==> src/rtl/br_flow_dispatch_rr_select.sv <==
// Round-robin select for the flow dispatcher.
// Picks the lowest eligible output strictly above the last dispatched one;
// if there is none, wraps around and picks the lowest eligible output overall.
module br_flow_dispatch_rr_select #(
    parameter int NumFlows = 2
) (
    input  logic [NumFlows-1:0] last_dispatch,
    input  logic [NumFlows-1:0] eligible,
    output logic [NumFlows-1:0] select
);

    localparam logic [NumFlows-1:0] One = NumFlows'(1);

    logic [NumFlows-1:0] above_mask;
    logic [NumFlows-1:0] masked;
    logic [NumFlows-1:0] masked_pick;
    logic [NumFlows-1:0] unmasked_pick;

    // Masked and unmasked lowest-set-bit encoders, masked result wins when nonzero
    always_comb begin
        // Bits strictly above the onehot pointer: clear the pointer bit and everything below it
        above_mask    = ~(last_dispatch | (last_dispatch - One));
        masked        = eligible & above_mask;
        // x & -x isolates the lowest set bit
        masked_pick   = masked & (~masked + One);
        unmasked_pick = eligible & (~eligible + One);
        select        = (|masked) ? masked_pick : unmasked_pick;
    end

endmodule

==> src/rtl/br_flow_dispatch_rr.sv <==
// Round-robin 1-to-N flow dispatcher.
// One push stream is steered to one of NumFlows single-entry registered
// output slots per transfer, rotating priority and skipping full slots.
module br_flow_dispatch_rr #(
    parameter int NumFlows = 2,
    parameter int Width    = 1
) (
    input  logic                               clk,
    input  logic                               rst,
    input  logic                               push_valid,
    output logic                               push_ready,
    input  logic [Width-1:0]                   push_data,
    output logic [NumFlows-1:0]                pop_valid,
    input  logic [NumFlows-1:0]                pop_ready,
    output logic [NumFlows-1:0][Width-1:0]     pop_data
);

    // Output NumFlows-1 was "last", so output 0 starts with top priority
    localparam logic [NumFlows-1:0] PtrReset = NumFlows'(1) << (NumFlows - 1);

    logic [NumFlows-1:0]              last_dispatch_reg;
    logic [NumFlows-1:0]              pop_valid_reg;
    logic [NumFlows-1:0][Width-1:0]   pop_data_reg;
    logic [NumFlows-1:0]              eligible;
    logic [NumFlows-1:0]              select;
    logic                             push_accept;

    // A slot can take a new item if it is empty or drains this cycle
    assign eligible    = ~pop_valid_reg | pop_ready;
    // No dependence on push_valid; held low while reset is active
    assign push_ready  = (|eligible) && !rst;
    assign push_accept = push_valid && push_ready;

    assign pop_valid = pop_valid_reg;
    assign pop_data  = pop_data_reg;

    br_flow_dispatch_rr_select #(
        .NumFlows (NumFlows)
    ) u_select (
        .last_dispatch (last_dispatch_reg),
        .eligible      (eligible),
        .select        (select)
    );

    // Round-robin pointer: advances to the chosen slot only on an accepted push
    always_ff @(posedge clk or posedge rst) begin
        if (rst) begin
            last_dispatch_reg <= PtrReset;
        end else if (push_accept) begin
            last_dispatch_reg <= select;
        end
    end

    // Per-slot valid/data: refill has precedence over drain so pop+refill keeps valid high
    always_ff @(posedge clk or posedge rst) begin
        if (rst) begin
            pop_valid_reg <= '0;
            pop_data_reg  <= '0;
        end else begin
            for (int i = 0; i < NumFlows; i++) begin
                if (push_accept && select[i]) begin
                    pop_valid_reg[i] <= 1'b1;
                    pop_data_reg[i]  <= push_data;
                end else if (pop_ready[i]) begin
                    pop_valid_reg[i] <= 1'b0;
                end
            end
        end
    end

    // Select must never name more than one output
    a_select_onehot0: assert property (@(posedge clk) disable iff (rst)
        $onehot0(select));

    // An accepted push always has a destination
    a_accept_has_select: assert property (@(posedge clk) disable iff (rst)
        push_accept |-> (|select));

    // Upstream must hold a stalled push
    a_push_stable: assert property (@(posedge clk) disable iff (rst)
        (push_valid && !push_ready) |=> (push_valid && $stable(push_data)));

    // Upstream must never drive an unknown push_valid
    a_push_valid_known: assert property (@(posedge clk) disable iff (rst)
        !$isunknown(push_valid));

    // Each output holds its item until the consumer takes it
    for (genvar gi = 0; gi < NumFlows; gi++) begin : g_pop_stable
        a_pop_stable: assert property (@(posedge clk) disable iff (rst)
            (pop_valid[gi] && !pop_ready[gi]) |=> (pop_valid[gi] && $stable(pop_data[gi])));
    end

endmodule
==> config.mk <==
export PLATFORM = sky130hd
export DESIGN_NAME = br_flow_dispatch_rr
export DESIGN_NICKNAME = d
export VERILOG_FILES = /design/src/rtl/br_flow_dispatch_rr_select.sv /design/src/rtl/br_flow_dispatch_rr.sv
export SDC_FILE = /design/constraint.sdc
export NUM_CORES = 1
export LEC_CHECK = 0
export BUFFER_PORTS_ARGS = -buffer_cell sky130_fd_sc_hd__buf_2
export CAP_MARGIN = 30
export CORE_AREA = 3 3 40 42
export CTS_CLUSTER_SIZE = 12
export DETAILED_ROUTE_END_ITERATION = 16
export DIE_AREA = 0 0 43 45
export PLACE_DENSITY = 0.49
export SETUP_SLACK_MARGIN = 0.2
export SLEW_MARGIN = 20
export SYNTH_ARGS = -nofsm -noshare
export SYNTH_HDL_FRONTEND = slang
export SYNTH_SLANG_ARGS = --single-unit
export TNS_END_PERCENT = 100
==> constraint.sdc <==
create_clock -name clk -period 1.4 [get_ports clk]
set_clock_uncertainty 0.05 [all_clocks]
set_input_delay 0.28 -clock clk [delete_from_list [all_inputs] [get_ports clk]]
set_output_delay 0.28 -clock clk [all_outputs]
set_load 0.01 [all_outputs]
==> flow_summary.yaml <==
grt:
  track_usage_pct: 8.550
  grt_pass1_vias: 256
  overflow: 0
  antenna_found_initial: 0
  grt_max_degree: 7
  grt_pass1_wl_mm: 1.090
synthesis:
  synth_largest_area_cell: "dfrtp_1"
  synth_area_um2: 316.6
  synth.top_cell.area_share_pct: 39.53
  synth.distinct_cells: 20
  synthCells: 27
  synth_top_family_by_area: "simple AND/OR/NAND/NOR gates"
  yosys-mux-area-fraction_pct: 11.46
  synth_edf_count: 0
  ys_warn_count: 0
  netlist_top_cells_area: "dfrtp_1 40%, dfstp_2 8.3%, o21ai_0 4.7%"
  synthAdderAreaFrac_pct: 0
  async_flop_share_pct: 100.0
  synth-seq-cells: 6
  synthSimpleGateAreaFrac_pct: 20.16
  synth_ff_type: "dfrtp_1"
  yosysSeqAreaShare_pct: 47.83
  synth_nets: 33
  synth_compound_area_share_pct: 19.37
  synthXorXnorAreaFrac_pct: 0
  yosysMostFrequentCell: "dfrtp_1"
  synth_area_per_cell_um2: 11.72
  synthTopCellsByCount: "5 x dfrtp_1, 3 x o21ai_0, 2 x nand2b_1"
setup_path:
  rr_worst_depth: 4
  crit_arrival_ps: 1050
  worst-path-stages: 3
  critical-path-slowest-cell: "dfrtp_1"
  cp-start-kind: "flip-flop"
  crit_chain: "nor2b_4 -> a21oi_2 -> buf_2"
  path_max_fanout: 2
  crit_type: "flip-flop to output port"
  cp.required_ps: 1070
  r2r_setup_slack_ps: 110
  critPathCaptureType: "output port"
  cp.buffers_inverters: 1
  cp_top_family: "flip-flops"
  cp-endpoint: "push_ready"
  cpPeakStageDelay_ps: 370
  rr_startpoint: "pop_valid[0]"
  worstSetupStartpoint: "pop_valid[0]"
  regToRegEndpoint: "pop_data[1]"
routing:
  ant_nets: 0
  first_iter_violations: 6
  routed_wl_um: 719
  top_layer: "met4"
  num_vias: 272
  route.layer.met1.wl_um: 292
  viasPerCell: 4.459
  avgRoutedWirePerCell_um: 11.79
  first_pass_iters: 4
  met3_length_um: 44
  routed-wl-met2_um: 357
  drc: 0
clock_network:
  cts_tree: "built"
  root_buffer: "clkbuf_4"
  clkLatencyLatePin_ps: 260
  htreeDepth: 1
  path_clk_slew_ps: 50
  cts.sinks: 6
  cts_buffers: 3
  cts_buffer_depth: 2
die:
  die_area_mm2: 0.001935
  die_w_um: 43
  io_pins: 11
  die_y_um: 45
  fp-row-count: 13
  core_area_mm2: 0.001285
  initial_core_util_pct: 24.63
outcome:
  status: "completed"
pwr:
  total_power_uw: 795.2
  powerDensity_mw_per_mm2: 1664
  ir_drop_v: 0.0006503
  p_leak_uw: 0.0002323
min_path:
  hp-class: "input port to flip-flop"
  hp-start: "push_data"
placement:
  port_buffers: 10
  pre_cts_ws_ps: 75.74
  hpwlAfterDp_um: 493.7
  place_congestion: 0.7273
cells_and_area:
  layout.nets: 53
  drive_gt1_share_pct: 56.52
  nFillCells: 128
  antenna_cells: 0
  areaGrowthSynthToFinish_pct: 50.99
timing:
  maxSlewHeadroom_pct: 83.22
  hold_viol_final: 0
  rsz0062_at_grt: "yes"
  finalSetupTns_ps: 0
  drv_slew: 0
  min_period_over_period_pct: 98.38
  worstMarginPinSlew_ps: 251.4
  setup_viol: 0
  fin_ws_ps: 22.74
  max_freq_ghz: 0.7261
  period_needed_ps: 1377
run:
  drv_cap: 0
-- kinds of logic (layout without fill, tap and decap cells) --
kind of cell | count (synthesis) | count (layout)
flops | 6 | 6
buf+inv | 1 | 20
simple gates | 9 | 9
mux | 3 | 3
compound gates | 8 | 8
-- power by group --
group          switching (µW)  total (µW)  internal [µW]
Sequential               46.9         296            249
Combinational             131         310            179
Clock                    79.9         189            109
Total                     258         795            537
-- per-stage QoR --
step	hold WS [ps]	utilization (%)	instances	instance area, µm²
floorplan	20.23	-	27	321.6
global placement	175.9	30.96	53	397.9
detailed placement	188.1	30.96	53	397.9
CTS	196.0	36.42	61	467.9
global route	202.1	37.20	61	478.0
finish	200.2	37.20	61	478.0
-- layer usage --
metal / vias up / track usage, %
li1: 131 / -
met1: 133 / 9.582
met2: 6 / 11.68
met3: 2 / 3.586
met4: 0 / 9.036
met5: - / 0
-- repair_timing --
item,in CTS,in global routing
hold buffers,1,0
endpoints found under the setup margin,3,4
gates resized for setup,3,2
gates cloned,0,0
endpoints found under the hold margin,5,0
pin swaps,2,1
buffers inserted,3,0
-- placed cells by master (no fill, tap or decap) --
cell type,synthesis,final
mux2_1,1,1
buf_2,0,9
buf_6,0,2
nand2b_1,2,2
nand2_1,1,1
nor2b_4,0,2
nor2_1,1,1
dfrtp_1,5,5
clkbuf_1,0,1
nand2b_4,1,1
a2bb2oi_1,1,1
clkbuf_4,0,3
a211oi_2,1,1
inv_1,1,1
mux2i_1,1,1
o211ai_2,1,1
a21oi_2,0,1
mux2_4,1,1
dlygate4sd3_1,0,1
o21bai_1,1,1
and2b_2,1,1
dfstp_2,1,1
and2_1,1,1
o21ai_0,3,3
buf_4,0,3
-- worst min-delay path by stage --
stage / cells past startpoint / endpoint
6_report: 2 / pop_data[1]
5_1_grt: 2 / pop_data[1]
4_1_cts: 2 / pop_data[1]
3_5_place_dp: 2 / last_dispatch_reg[0]
3_3_place_gp: 2 / pop_valid[0]
2_1_floorplan: 1 / last_dispatch_reg[0]
-- area by class of cell --
type	instances	area (µm²)	share of cell area (%)
sequential	6	151.4	31.68
inverter	1	3.754	0.7853
timing repair buffer	15	100.1	20.94
multi-input combinational	20	177.7	37.17
clock buffer	4	26.28	5.497
tap	15	18.77	3.927
Note: power is estimated with default switching activity, not from simulation.
